--- src/rtl/psec5_ch_digital.sv ---
// psec5_ch_digital: per-channel digital back end of the PSEC5 sampler.
// The channel arms on INST_START and accepts one stop (a discriminator hit
// and/or INST_STOP, chosen by MODE). After TRIG_DELAY cycles it raises the
// segment stops TRIGGERA..E one per cycle and latches the coarse counters
// CA..CE at those edges. Latched words are shifted out MSB first on CNT_SER,
// paced by the synchronised SPI_CLK and gated by LOAD_CNT_SER.
module psec5_ch_digital #(
    parameter int CNT_W = 10,
    parameter int DLY_W = 5
) (
    input  logic             FCLK,
    input  logic             RST,
    input  logic             INST_START,
    input  logic             INST_STOP,
    input  logic             INST_READOUT,
    input  logic             DISCRIMINATOR_OUTPUT,
    input  logic             DISCRIMINATOR_POLARITY,
    input  logic [1:0]       MODE,
    input  logic [DLY_W-1:0] TRIG_DELAY,
    input  logic [CNT_W-1:0] CA,
    input  logic [CNT_W-1:0] CB,
    input  logic [CNT_W-1:0] CC,
    input  logic [CNT_W-1:0] CD,
    input  logic [CNT_W-1:0] CE,
    input  logic             SPI_CLK,
    input  logic             LOAD_CNT_SER,
    input  logic [2:0]       SELECT_REG,
    output logic             STOP_REQUEST,
    output logic             TRIGGERA,
    output logic             TRIGGERB,
    output logic             TRIGGERC,
    output logic             TRIGGERD,
    output logic             TRIGGERE,
    output logic             TRIGGERAC,
    output logic             TRIGGERBC,
    output logic             TRIGGERCC,
    output logic             TRIGGERDC,
    output logic             CNT_SER
);

    typedef enum logic [2:0] {
        ST_IDLE,
        ST_ARMED,
        ST_DELAY,
        ST_STOPPING,
        ST_DONE
    } state_t;

    state_t            state_reg, state_next;
    logic [DLY_W-1:0]  dly_cnt_reg, dly_cnt_next;
    logic [4:0]        seg_reg, seg_next;       // one-hot: segment to fire this cycle
    logic              stop_req_reg, stop_req_next;
    logic [4:0]        trig_reg, trig_next;     // bit 0 = A ... bit 4 = E
    logic [3:0]        strobe_reg, strobe_next; // capture strobes A..D
    logic [4:0]        cap_en;

    logic [1:0]        disc_sync_reg, spi_sync_reg, load_sync_reg;
    logic              hit_prev_reg, spi_prev_reg, load_prev_reg;
    logic              hit, hit_event, stop_event, spi_fall, load_rise, load_level;

    logic [CNT_W-1:0]  cnt_in  [5];
    logic [CNT_W-1:0]  cap_reg [5];
    logic [CNT_W-1:0]  sel_word;
    logic [CNT_W-1:0]  shreg_reg;

    assign cnt_in[0] = CA;
    assign cnt_in[1] = CB;
    assign cnt_in[2] = CC;
    assign cnt_in[3] = CD;
    assign cnt_in[4] = CE;

    // Two-flop synchronisers for the asynchronous inputs plus previous-value flops for edge detection
    always_ff @(posedge FCLK) begin
        if (RST) begin
            disc_sync_reg <= '0;
            spi_sync_reg  <= '0;
            load_sync_reg <= '0;
            hit_prev_reg  <= 1'b0;
            spi_prev_reg  <= 1'b0;
            load_prev_reg <= 1'b0;
        end else begin
            disc_sync_reg <= {disc_sync_reg[0], DISCRIMINATOR_OUTPUT};
            spi_sync_reg  <= {spi_sync_reg[0], SPI_CLK};
            load_sync_reg <= {load_sync_reg[0], LOAD_CNT_SER};
            hit_prev_reg  <= hit;
            spi_prev_reg  <= spi_sync_reg[1];
            load_prev_reg <= load_sync_reg[1];
        end
    end

    assign hit        = ~(disc_sync_reg[1] ^ DISCRIMINATOR_POLARITY);
    assign hit_event  = hit & ~hit_prev_reg;
    assign stop_event = (MODE[0] & hit_event) | (MODE[1] & INST_STOP);
    assign load_level = load_sync_reg[1];
    assign load_rise  = load_level & ~load_prev_reg;
    assign spi_fall   = ~spi_sync_reg[1] & spi_prev_reg;

    // FSM and output state registers
    always_ff @(posedge FCLK) begin
        if (RST) begin
            state_reg    <= ST_IDLE;
            dly_cnt_reg  <= '0;
            seg_reg      <= '0;
            stop_req_reg <= 1'b0;
            trig_reg     <= '0;
            strobe_reg   <= '0;
        end else begin
            state_reg    <= state_next;
            dly_cnt_reg  <= dly_cnt_next;
            seg_reg      <= seg_next;
            stop_req_reg <= stop_req_next;
            trig_reg     <= trig_next;
            strobe_reg   <= strobe_next;
        end
    end

    // Next-state logic; INST_START overrides everything else
    always_comb begin
        state_next    = state_reg;
        dly_cnt_next  = dly_cnt_reg;
        seg_next      = seg_reg;
        stop_req_next = stop_req_reg;
        trig_next     = trig_reg;
        strobe_next   = '0;
        cap_en        = '0;
        if (INST_START) begin
            state_next    = ST_ARMED;
            stop_req_next = 1'b0;
            trig_next     = '0;
        end else begin
            case (state_reg)
                ST_IDLE: begin
                end
                ST_ARMED: begin
                    if (stop_event) begin
                        state_next    = ST_DELAY;
                        stop_req_next = 1'b1;
                        dly_cnt_next  = '0;
                    end
                end
                ST_DELAY: begin
                    // TRIG_DELAY is compared live so it can be retuned mid-wait
                    if (dly_cnt_reg == TRIG_DELAY) begin
                        state_next = ST_STOPPING;
                        seg_next   = 5'b00001;
                    end else begin
                        dly_cnt_next = dly_cnt_reg + 1'b1;
                    end
                end
                ST_STOPPING: begin
                    trig_next   = trig_reg | seg_reg;
                    cap_en      = seg_reg;
                    strobe_next = seg_reg[3:0];
                    if (seg_reg[4]) begin
                        state_next = ST_DONE;
                    end else begin
                        seg_next = seg_reg << 1;
                    end
                end
                ST_DONE: begin
                    if (INST_READOUT) begin
                        state_next    = ST_IDLE;
                        stop_req_next = 1'b0;
                        trig_next     = '0;
                    end
                end
                default: state_next = ST_IDLE;
            endcase
        end
    end

    // Capture each coarse counter in the cycle its segment stop rises
    always_ff @(posedge FCLK) begin
        for (int i = 0; i < 5; i++) begin
            if (RST) begin
                cap_reg[i] <= '0;
            end else if (cap_en[i]) begin
                cap_reg[i] <= cnt_in[i];
            end
        end
    end

    // Readout word select; codes 5..7 give an all-zero word
    always_comb begin
        sel_word = '0;
        case (SELECT_REG)
            3'd0:    sel_word = cap_reg[0];
            3'd1:    sel_word = cap_reg[1];
            3'd2:    sel_word = cap_reg[2];
            3'd3:    sel_word = cap_reg[3];
            3'd4:    sel_word = cap_reg[4];
            default: sel_word = '0;
        endcase
    end

    // Serial shift register: load on LOAD rise, shift on SPI fall; load wins
    always_ff @(posedge FCLK) begin
        if (RST) begin
            shreg_reg <= '0;
        end else if (load_rise) begin
            shreg_reg <= sel_word;
        end else if (spi_fall && load_level) begin
            shreg_reg <= {shreg_reg[CNT_W-2:0], 1'b0};
        end
    end

    assign CNT_SER      = shreg_reg[CNT_W-1] & load_level;
    assign STOP_REQUEST = stop_req_reg;
    assign TRIGGERA     = trig_reg[0];
    assign TRIGGERB     = trig_reg[1];
    assign TRIGGERC     = trig_reg[2];
    assign TRIGGERD     = trig_reg[3];
    assign TRIGGERE     = trig_reg[4];
    assign TRIGGERAC    = strobe_reg[0];
    assign TRIGGERBC    = strobe_reg[1];
    assign TRIGGERCC    = strobe_reg[2];
    assign TRIGGERDC    = strobe_reg[3];

endmodule

--- config.mk ---
export PLATFORM = sky130hd
export DESIGN_NAME = psec5_ch_digital
export DESIGN_NICKNAME = d
export VERILOG_FILES = /design/src/rtl/psec5_ch_digital.sv
export SDC_FILE = /design/constraint.sdc
export NUM_CORES = 1
export LEC_CHECK = 0
export ABC_AREA = 1
export ABC_CLOCK_PERIOD_IN_PS = 2500
export CORE_ASPECT_RATIO = 1.5
export CORE_MARGIN = 10
export CORE_UTILIZATION = 50
export CTS_CLUSTER_DIAMETER = 200
export DETAILED_ROUTE_END_ITERATION = 10
export PLACE_DENSITY = 0.82
export SLEW_MARGIN = 20
export SYNTH_ARGS = -nofsm -noshare
export SYNTH_HDL_FRONTEND = slang
export SYNTH_SLANG_ARGS = --single-unit
--- constraint.sdc ---
create_clock -name FCLK -period 2.5 [get_ports FCLK]
set_clock_uncertainty 0.1 [all_clocks]
set_input_delay 0.5 -clock FCLK [delete_from_list [all_inputs] [get_ports FCLK]]
set_output_delay 0.5 -clock FCLK [all_outputs]
set_load 0.01 [all_outputs]
* Word-level counts from Yosys, hierarchy flattened *
Memory sizes are Yosys's and may differ from the RTL's.
Cells that the tools add are included.

word-level totals
  bits in registers = 42
  RAM bits = 50
  bits of input ports = 69
  output and inout port bits = 11
  logic and storage cells = 119
  memories kept = 1

operators by class
  add/sub/neg operators = 1
  equal/unequal tests = 20
  multiplexer cells = 44
  bitwise operators = 21
  reductions and logical operators = 17

memory list
  memory   words  bits a word  rd ports  clocked after memory_dff  wr ports  line  text
  cap_reg  5      10           5         0                         5         62    logic [CNT_W-1:0] cap_reg [5];

operator list
  operator                                                                number
  10-bit two-way mux                                                      7
  10-bit one-hot mux with 5 select lines                                  1
  5-bit two-way mux                                                       7
  5-bit one-hot mux with 2 select lines                                   3
  1-bit two-way mux                                                       20
  3-bit one-hot mux with 5 select lines                                   1
  2-bit inequality test (second input constant)                           7
  3-bit by 2-bit equality test with 1-bit output (second input constant)  4
  3-bit two-way mux                                                       4
  3-bit inequality test (second input constant)                           4
  5-bit AND reduction                                                     2
  2-bit nonzero test                                                      5
  4-bit AND reduction                                                     2
  1-bit NOT                                                               7
  1-bit AND                                                               6
  3-bit by 1-bit equality test with 1-bit output (second input constant)  2
  3-bit equality test (second input constant)                             2
  3-bit zero test                                                         2
  1-bit OR                                                                6
  3-bit AND reduction                                                     2
  5-bit by 1-bit adder with 5-bit output (second input constant)          1
  5-bit equality test                                                     1
  5-bit OR                                                                1
  3-bit OR reduction                                                      1
  5 further kinds                                                         5

* Longest topological paths before layout *
Gate-level depths: netlist of run 1.

  depth in word-level cells = 8
  mapped depth = 10
  depth with buffers taken out = 10

* Least setup slack after synthesis of run 1 *
Ideal clock, no wire load.

  path kind = register to register
  start point = reg state_reg[1]
  end point = mem cap_reg[4][0] (enable)
  data arrival time = 1.556 ns
  data required time = 2.009 ns
  setup slack = 0.453 ns
  cell stages (with the launch flop) = 7
  buffers on the path = 0
  path through = dfxtp_1 inv_2 nor2_4 nand2_4 nor2_1 inv_1 o21ai_0

RTL lines
  what                    line  text
  start, declared         49    state_t state_reg, state_next;
  start signal, assigned  108   state_reg <= state_next;
  end, declared           62

* Final worst setup path of run 1 *
  start point = reg load_sync_reg[1]
  end point = out CNT_SER

between the ends
  word-level cells in the longest chain between the ends = 1

RTL lines
  what                    line  text
  start, declared         57    logic [1:0] disc_sync_reg, spi_sync_reg, load_sync_reg;
  start signal, assigned  84    load_sync_reg <= {load_sync_reg[0], LOAD_CNT_SER};
  1-bit AND               207   assign CNT_SER = shreg_reg[CNT_W-1] & load_level;
  end, declared           38    output logic CNT_SER

No other way between the ends.

==> results of run 1 <==
-- logic make-up after synthesis --
kind of cell,count (synthesis),share of synthesized area
AO/OA/AOI/OAI,58,0.0730
XOR/XNOR,3,0.00631
adder cells (fa/ha/maj),1,0.00300
buffers and inverters,102,0.0952
flip-flops,92,0.562
AND/OR/NAND/NOR,241,0.261
-- critical path: stages (launching register included) --
cell                              delay [ns]
sky130_fd_sc_hd__dfxtp_1                0.36
sky130_fd_sc_hd__nand2_1                0.06
sky130_fd_sc_hd__inv_1                  0.05
sky130_fd_sc_hd__clkdlybuf4s50_1        0.52
-- power breakdown --
group / internal [mW] / switching [mW]
combinational: 0.151 / 0.153
sequential: 1.64 / 0.0227
clock: 0.903 / 0.539
-- layer usage --
| layer | track usage | routed length [um] |
|---|---|---|
| met1 | 0.172 | 3800 |
| met2 | 0.312 | 5800 |
| met3 | 0.0416 | 533 |
| met4 | 0.0776 | 279 |
| met5 | 0 | 0 |
-- final cells by class --
type / count / area, um^2 / share of cell area
flip-flops and latches: 92 / 2340 / 0.431
multi-input cells: 303 / 1430 / 0.263
repair buffers: 88 / 858 / 0.158
inverters: 94 / 354 / 0.0651
clock buffers: 12 / 246 / 0.0453
well taps: 105 / 131 / 0.0242
clock inverters: 4 / 73.8 / 0.0136
-- metrics by stage --
step | power [mW] | instances | utilization
global route | 3.52 | 698 | 0.675
detailed placement | 1.99 | 682 | 0.635
global placement | 1.99 | 682 | 0.635
floorplan | 1.83 | 497 | -
finish | 3.41 | 698 | 0.675
CTS | 3.43 | 698 | 0.675
-- worst max-delay path by stage --
stage,start,end,cells after the start
floorplan,state_reg[1],cap_reg[4][0],6
global placement,SELECT_REG[2],shreg_reg[6],7
detailed placement,SELECT_REG[2],shreg_reg[6],7
CTS,load_sync_reg[1],CNT_SER,3
global route,SELECT_REG[2],shreg_reg[1],7
finish,load_sync_reg[1],CNT_SER,3
-- synthesized netlist by cell type (all sizes together), types with 5 or more instances --
master  count  area [um^2]
nand2     112          440
nand4       5         46.3
a21oi      24          120
nor2       90          370
buf         5         31.3
nand3      27          153
inv        91          342
nor3        5         63.8
o21ai      29          145
edfxtp     50         1500
dfxtp      42          841
-- cell usage in the layout, fill, tap and decap left out, types with 2 or more instances in the layout --
cell type,instances
sky130_fd_sc_hd__nor2_2,7
sky130_fd_sc_hd__clkbuf_1,2
sky130_fd_sc_hd__clkdlybuf4s50_1,79
sky130_fd_sc_hd__nor2_1,81
sky130_fd_sc_hd__o31ai_1,3
sky130_fd_sc_hd__a21oi_1,24
sky130_fd_sc_hd__nor3_4,3
sky130_fd_sc_hd__clkinv_2,2
sky130_fd_sc_hd__inv_2,9
sky130_fd_sc_hd__nand4_1,4
sky130_fd_sc_hd__nand2_1,106
sky130_fd_sc_hd__nor2_4,2
sky130_fd_sc_hd__o21ai_0,20
sky130_fd_sc_hd__inv_1,82
sky130_fd_sc_hd__clkbuf_16,9
sky130_fd_sc_hd__dfxtp_1,42
sky130_fd_sc_hd__xor2_1,2
sky130_fd_sc_hd__clkinv_1,2
sky130_fd_sc_hd__edfxtp_1,50
sky130_fd_sc_hd__o21ai_1,9
sky130_fd_sc_hd__nand3_1,25
sky130_fd_sc_hd__nand2_2,5
sky130_fd_sc_hd__bufinv_16,2
sky130_fd_sc_hd__buf_4,9
==> metrics, run 1 <==
startpoint of the lowest-slack register-to-register path=state_reg[1]; share of the clock period used by the worst path=0.770; Final min period=1.92 ns; root buf cell=sky130_fd_sc_hd__clkbuf_16; Worst Hold Depth=2; total track usage=0.170; final count of hold timing violations=0; Final Wtd Congestion=0.911; status=finished, final reports clean; Post-Syn Area per Cell=8.39 um^2; vias=3492; count of distinct cell types in the synthesized netlist=36; drt first pass iters=5; predominant post-synthesis flop cell=sky130_fd_sc_hd__edfxtp_1; slew margin rel.=0.682; WP data required=1.90 ns; clock network latency to the later pin of the worst-skew pair=0.34 ns; static leakage power=2.39 nW; RSZ-0062 raised after global routing=false; yosys synthesis warning count=0; Hold Crit Start=disc_sync_reg[0]; Syn-to-layout area delta=30.4%; floorplan die area=0.0125 mm^2; Setup TNS Final=0 ns; total power per unit cell area=627 mW/mm^2; Final Instance Area=0.00544 mm^2; number of buffers created by CTS=9; maximum level of the CTS H-tree=3; tightest hold margin=0.308 ns; clock tree from TritonCTS=yes; number of gates resized after CTS=0; reg-to-reg endpoint=cap_reg[3][5]; peak supply drop=0.403 mV; vias in the first global route=3544; number of cell instances on the worst register-to-register path=6; total routed wirelength=10.4 mm; final critical-path setup slack=0.576 ns; remaining antenna violation count=0; grt ovf=0; Largest register FFs=50; placed wire-length estimate=7.88 mm; Post-CTS Repair Setup Buffers=0; hold-fix buffer count after cts=0; Synth Register Bits=92; arrival time of data at the critical path endpoint=1.32 ns; number of top-level pins=80; NumNets Final=658; total inserted antenna cells=0; worst hold path class=flip-flop to flip-flop; Post-Synthesis Cells=497; Max Fanout on Critical Path=3; first-pass GRT wire length=16.7 mm; count of final setup violators=0; post-synthesis sequential area ratio=0.562; IO buf count=79; syn nets=567; TritonCTS Sinks=92; buffers from clock root to sink, at most=2; async set-or-reset flop fraction in the synthesized netlist=0; crit path kind=flip-flop to output port; filler cell count in the final layout=631; setup slack after placement=0.239 ns; via count normalized by instance count=5.00; max-slew violation count=0; die height=132 um; register clock-pin slew on the reported worst setup and hold paths=0.06 ns; crit path capture type=output port; area of the core region=0.00806 mm^2; initial antenna violation count=0; Post-synth EDFFs=50; FMAX=520 MHz; Synth Cell Area=0.00417 mm^2; maximum number of pins on one net before global-route repair=16; starting density of the core=0.517; Starting DRT DRC Count=182; actual slew at the worst max-slew pin=0.476 ns; Setup crit start kind=flip-flop; Placed Area=0.00511 mm^2; Reg2Reg Setup Slack=0.72 ns; share of cells above drive strength 1=0.0944; residual DRC count=0; x dimension of the die=94.5 um; worst min-delay path endpoint=disc_sync_reg[1]; max cap viols=0; number of placement rows=40; WL/cell=14.9 um
Power figures use the tool's default switching activity.
==> run 2: changes to the inputs <==
--- a/config.mk
+++ b/config.mk
@@ -6,7 +6,7 @@
 export NUM_CORES = 1
 export LEC_CHECK = 0
 export ABC_AREA = 1
-export ABC_CLOCK_PERIOD_IN_PS = 2500
+export ABC_CLOCK_PERIOD_IN_PS = 1800
 export CORE_ASPECT_RATIO = 1.5
 export CORE_MARGIN = 10
 export CORE_UTILIZATION = 50
==> constraint.sdc (replaced) <==
create_clock -name FCLK -period 1.8 [get_ports FCLK]
set_clock_uncertainty 0.1 [all_clocks]
set_input_delay 0.36 -clock FCLK [delete_from_list [all_inputs] [get_ports FCLK]]
set_output_delay 0.36 -clock FCLK [all_outputs]
set_load 0.01 [all_outputs]
==> metrics, run 2 (synthesis gave the netlist of run 1 again) <==
Setup crit end=TRIGGERC; FMAX=592 MHz; startpoint of the lowest-slack register-to-register path=state_reg[1]; RSZ-0062 raised after global routing=false; number of placement rows=40; number of cell instances on the worst register-to-register path=7; crit path kind=flip-flop to output port; CP Buf/Inv Count=1; maximum number of pins on one net before global-route repair=16; share of cells above drive strength 1=0.130; WL/cell=15.0 um; Final Wtd Congestion=0.871; max cap viols=0; final count of hold timing violations=0; Setup crit start kind=flip-flop; IO buf count=79; worst hold path class=flip-flop to flip-flop; WP data required=1.34 ns; Final Instance Area=0.00567 mm^2; max-slew violation count=0; initial antenna violation count=0; vias in the first global route=3747; Syn-to-layout area delta=36.1%; root buf cell=sky130_fd_sc_hd__clkbuf_16; Reg2Reg Setup Slack=0.13 ns; total power per unit cell area=852 mW/mm^2; starting density of the core=0.517; Placed Area=0.00533 mm^2; Largest register FFs=50; number of top-level pins=80; gate family responsible for the most delay along the worst path=buffers and inverters; max incr delay on CP=0.55 ns; most frequent standard cell in the layout excluding fill and tap cells=sky130_fd_sc_hd__nand2_1; TritonCTS Sinks=92; slew margin rel.=0.721; via count normalized by instance count=4.99; Max Fanout on Critical Path=2; maximum level of the CTS H-tree=3; vias=3590; buffers from clock root to sink, at most=2; status=finished, final reports clean; critical path startpoint=trig_reg[2]; placed wire-length estimate=8.50 mm; library cell contributing the largest single delay on the critical path=sky130_fd_sc_hd__clkdlybuf4s50_1; clock tree from TritonCTS=yes; peak supply drop=0.622 mV; filler cell count in the final layout=622; share of the clock period used by the worst path=0.938; cells traversed along the worst timing path=clkdlybuf4s50_1; clock network latency to the later pin of the worst-skew pair=0.34 ns; actual slew at the worst max-slew pin=0.418 ns; area of the core region=0.00806 mm^2; total inserted antenna cells=0; first-pass GRT wire length=17.4 mm; Final min period=1.69 ns; Post-CTS Repair Setup Buffers=0; residual DRC count=0; NumNets Final=680; total track usage=0.178; static leakage power=2.54 nW; remaining antenna violation count=0; register clock-pin slew on the reported worst setup and hold paths=0.06 ns; Starting DRT DRC Count=201; total routed wirelength=10.8 mm; drt first pass iters=6; die height=132 um; tightest hold margin=0.309 ns; x dimension of the die=94.5 um; floorplan die area=0.0125 mm^2; number of buffers created by CTS=9; arrival time of data at the critical path endpoint=1.23 ns; grt ovf=0; count of final setup violators=0; highest-count cells in the layout ignoring fill and taps=106 x sky130_fd_sc_hd__nand2_1, 82 x sky130_fd_sc_hd__inv_1, 81 x sky130_fd_sc_hd__nor2_1, 78 x sky130_fd_sc_hd__clkdlybuf4s50_1, 50 x sky130_fd_sc_hd__edfxtp_1; reg-to-reg endpoint=cap_reg[4][6]; crit path capture type=output port; logic depth of the worst setup path including buffers=1
## run 2: cell types whose count changed in the layout (fill, tap and decap cells not counted), sizes merged
cell | before | now
dlymetal6s2s | 0 | 1
clkbuf | 12 | 10
clkdlybuf4s50 | 79 | 78
buf | 9 | 31
inv | 91 | 93
## run 2: power breakdown
part / switching, mW / internal (mW) / total (mW)
sequential: 0.0303 / 2.27 / 2.30
clock: 0.769 / 1.30 / 2.07
combinational: 0.222 / 0.241 / 0.462
total: 1.02 / 3.81 / 4.83
## run 2: layer usage
| layer | GRT usage | wire length, um | vias up |
|---|---|---|---|
| met5 | 0 | 0 | - |
| met4 | 0.0893 | 397 | 0 |
| met3 | 0.0525 | 618 | 34 |
| met2 | 0.326 | 6060 | 118 |
| met1 | 0.171 | 3700 | 1649 |
| li1 | - | - | 1789 |
## run 2: worst min-delay path by stage
stage                             endpoint             start  slack [ns]  cells past startpoint
final                     load_sync_reg[1]  load_sync_reg[0]        0.31                      2
after detailed placement  disc_sync_reg[1]  disc_sync_reg[0]        0.30                      2
after global routing      load_sync_reg[1]  load_sync_reg[0]        0.34                      2
after global placement    disc_sync_reg[1]  disc_sync_reg[0]        0.29                      2
after CTS                 load_sync_reg[1]  load_sync_reg[0]        0.31                      2
after floorplan           disc_sync_reg[1]  disc_sync_reg[0]        0.29                      2
## run 2: per-stage QoR
stage               utilization  setup slack (ns)  cells  TNS, ns  power, mW
detailed placement        0.661            -0.210    704    -5.99       2.81
CTS                       0.703           0.00507    720        0       4.86
floorplan                     -            -0.151    497    -4.53       2.54
finish                    0.704             0.112    720        0       4.83
global route              0.704           0.00742    720        0       4.98
global placement          0.661            -0.171    704    -4.13       2.80
## run 2: final cells by class
class	count	area, um^2	area share
Multi-Input combinational cell	303	1430	0.253
Inverter	94	354	0.0624
Tap cell	105	131	0.0232
Clock inverter	6	82.6	0.0146
Sequential cell	92	2340	0.413
Clock buffer	10	250	0.0441
Timing Repair Buffer	110	1080	0.190
## run 2: timing repair
action | in CTS | in global routing
hold buffers | 0 | 0
endpoints found under the setup margin | 0 | 3
resized for setup | 0 | 2
## run 2: tightest hold or removal path, stage by stage (launching register included)
cell and delay, ns:
sky130_fd_sc_hd__dfxtp_1 0.30, sky130_fd_sc_hd__inv_1 0.04, sky130_fd_sc_hd__nor2_1 0.03
==> run 3: changes to the inputs <==
--- a/config.mk
+++ b/config.mk
@@ -13,7 +13,7 @@
 export CTS_CLUSTER_DIAMETER = 200
 export DETAILED_ROUTE_END_ITERATION = 10
 export PLACE_DENSITY = 0.82
-export SLEW_MARGIN = 20
+export SLEW_MARGIN = 10
 export SYNTH_ARGS = -nofsm -noshare
 export SYNTH_HDL_FRONTEND = slang
 export SYNTH_SLANG_ARGS = --single-unit
==> results of run 3 <==
The final DEF is identical to that of run 2; final timing and power are the same.
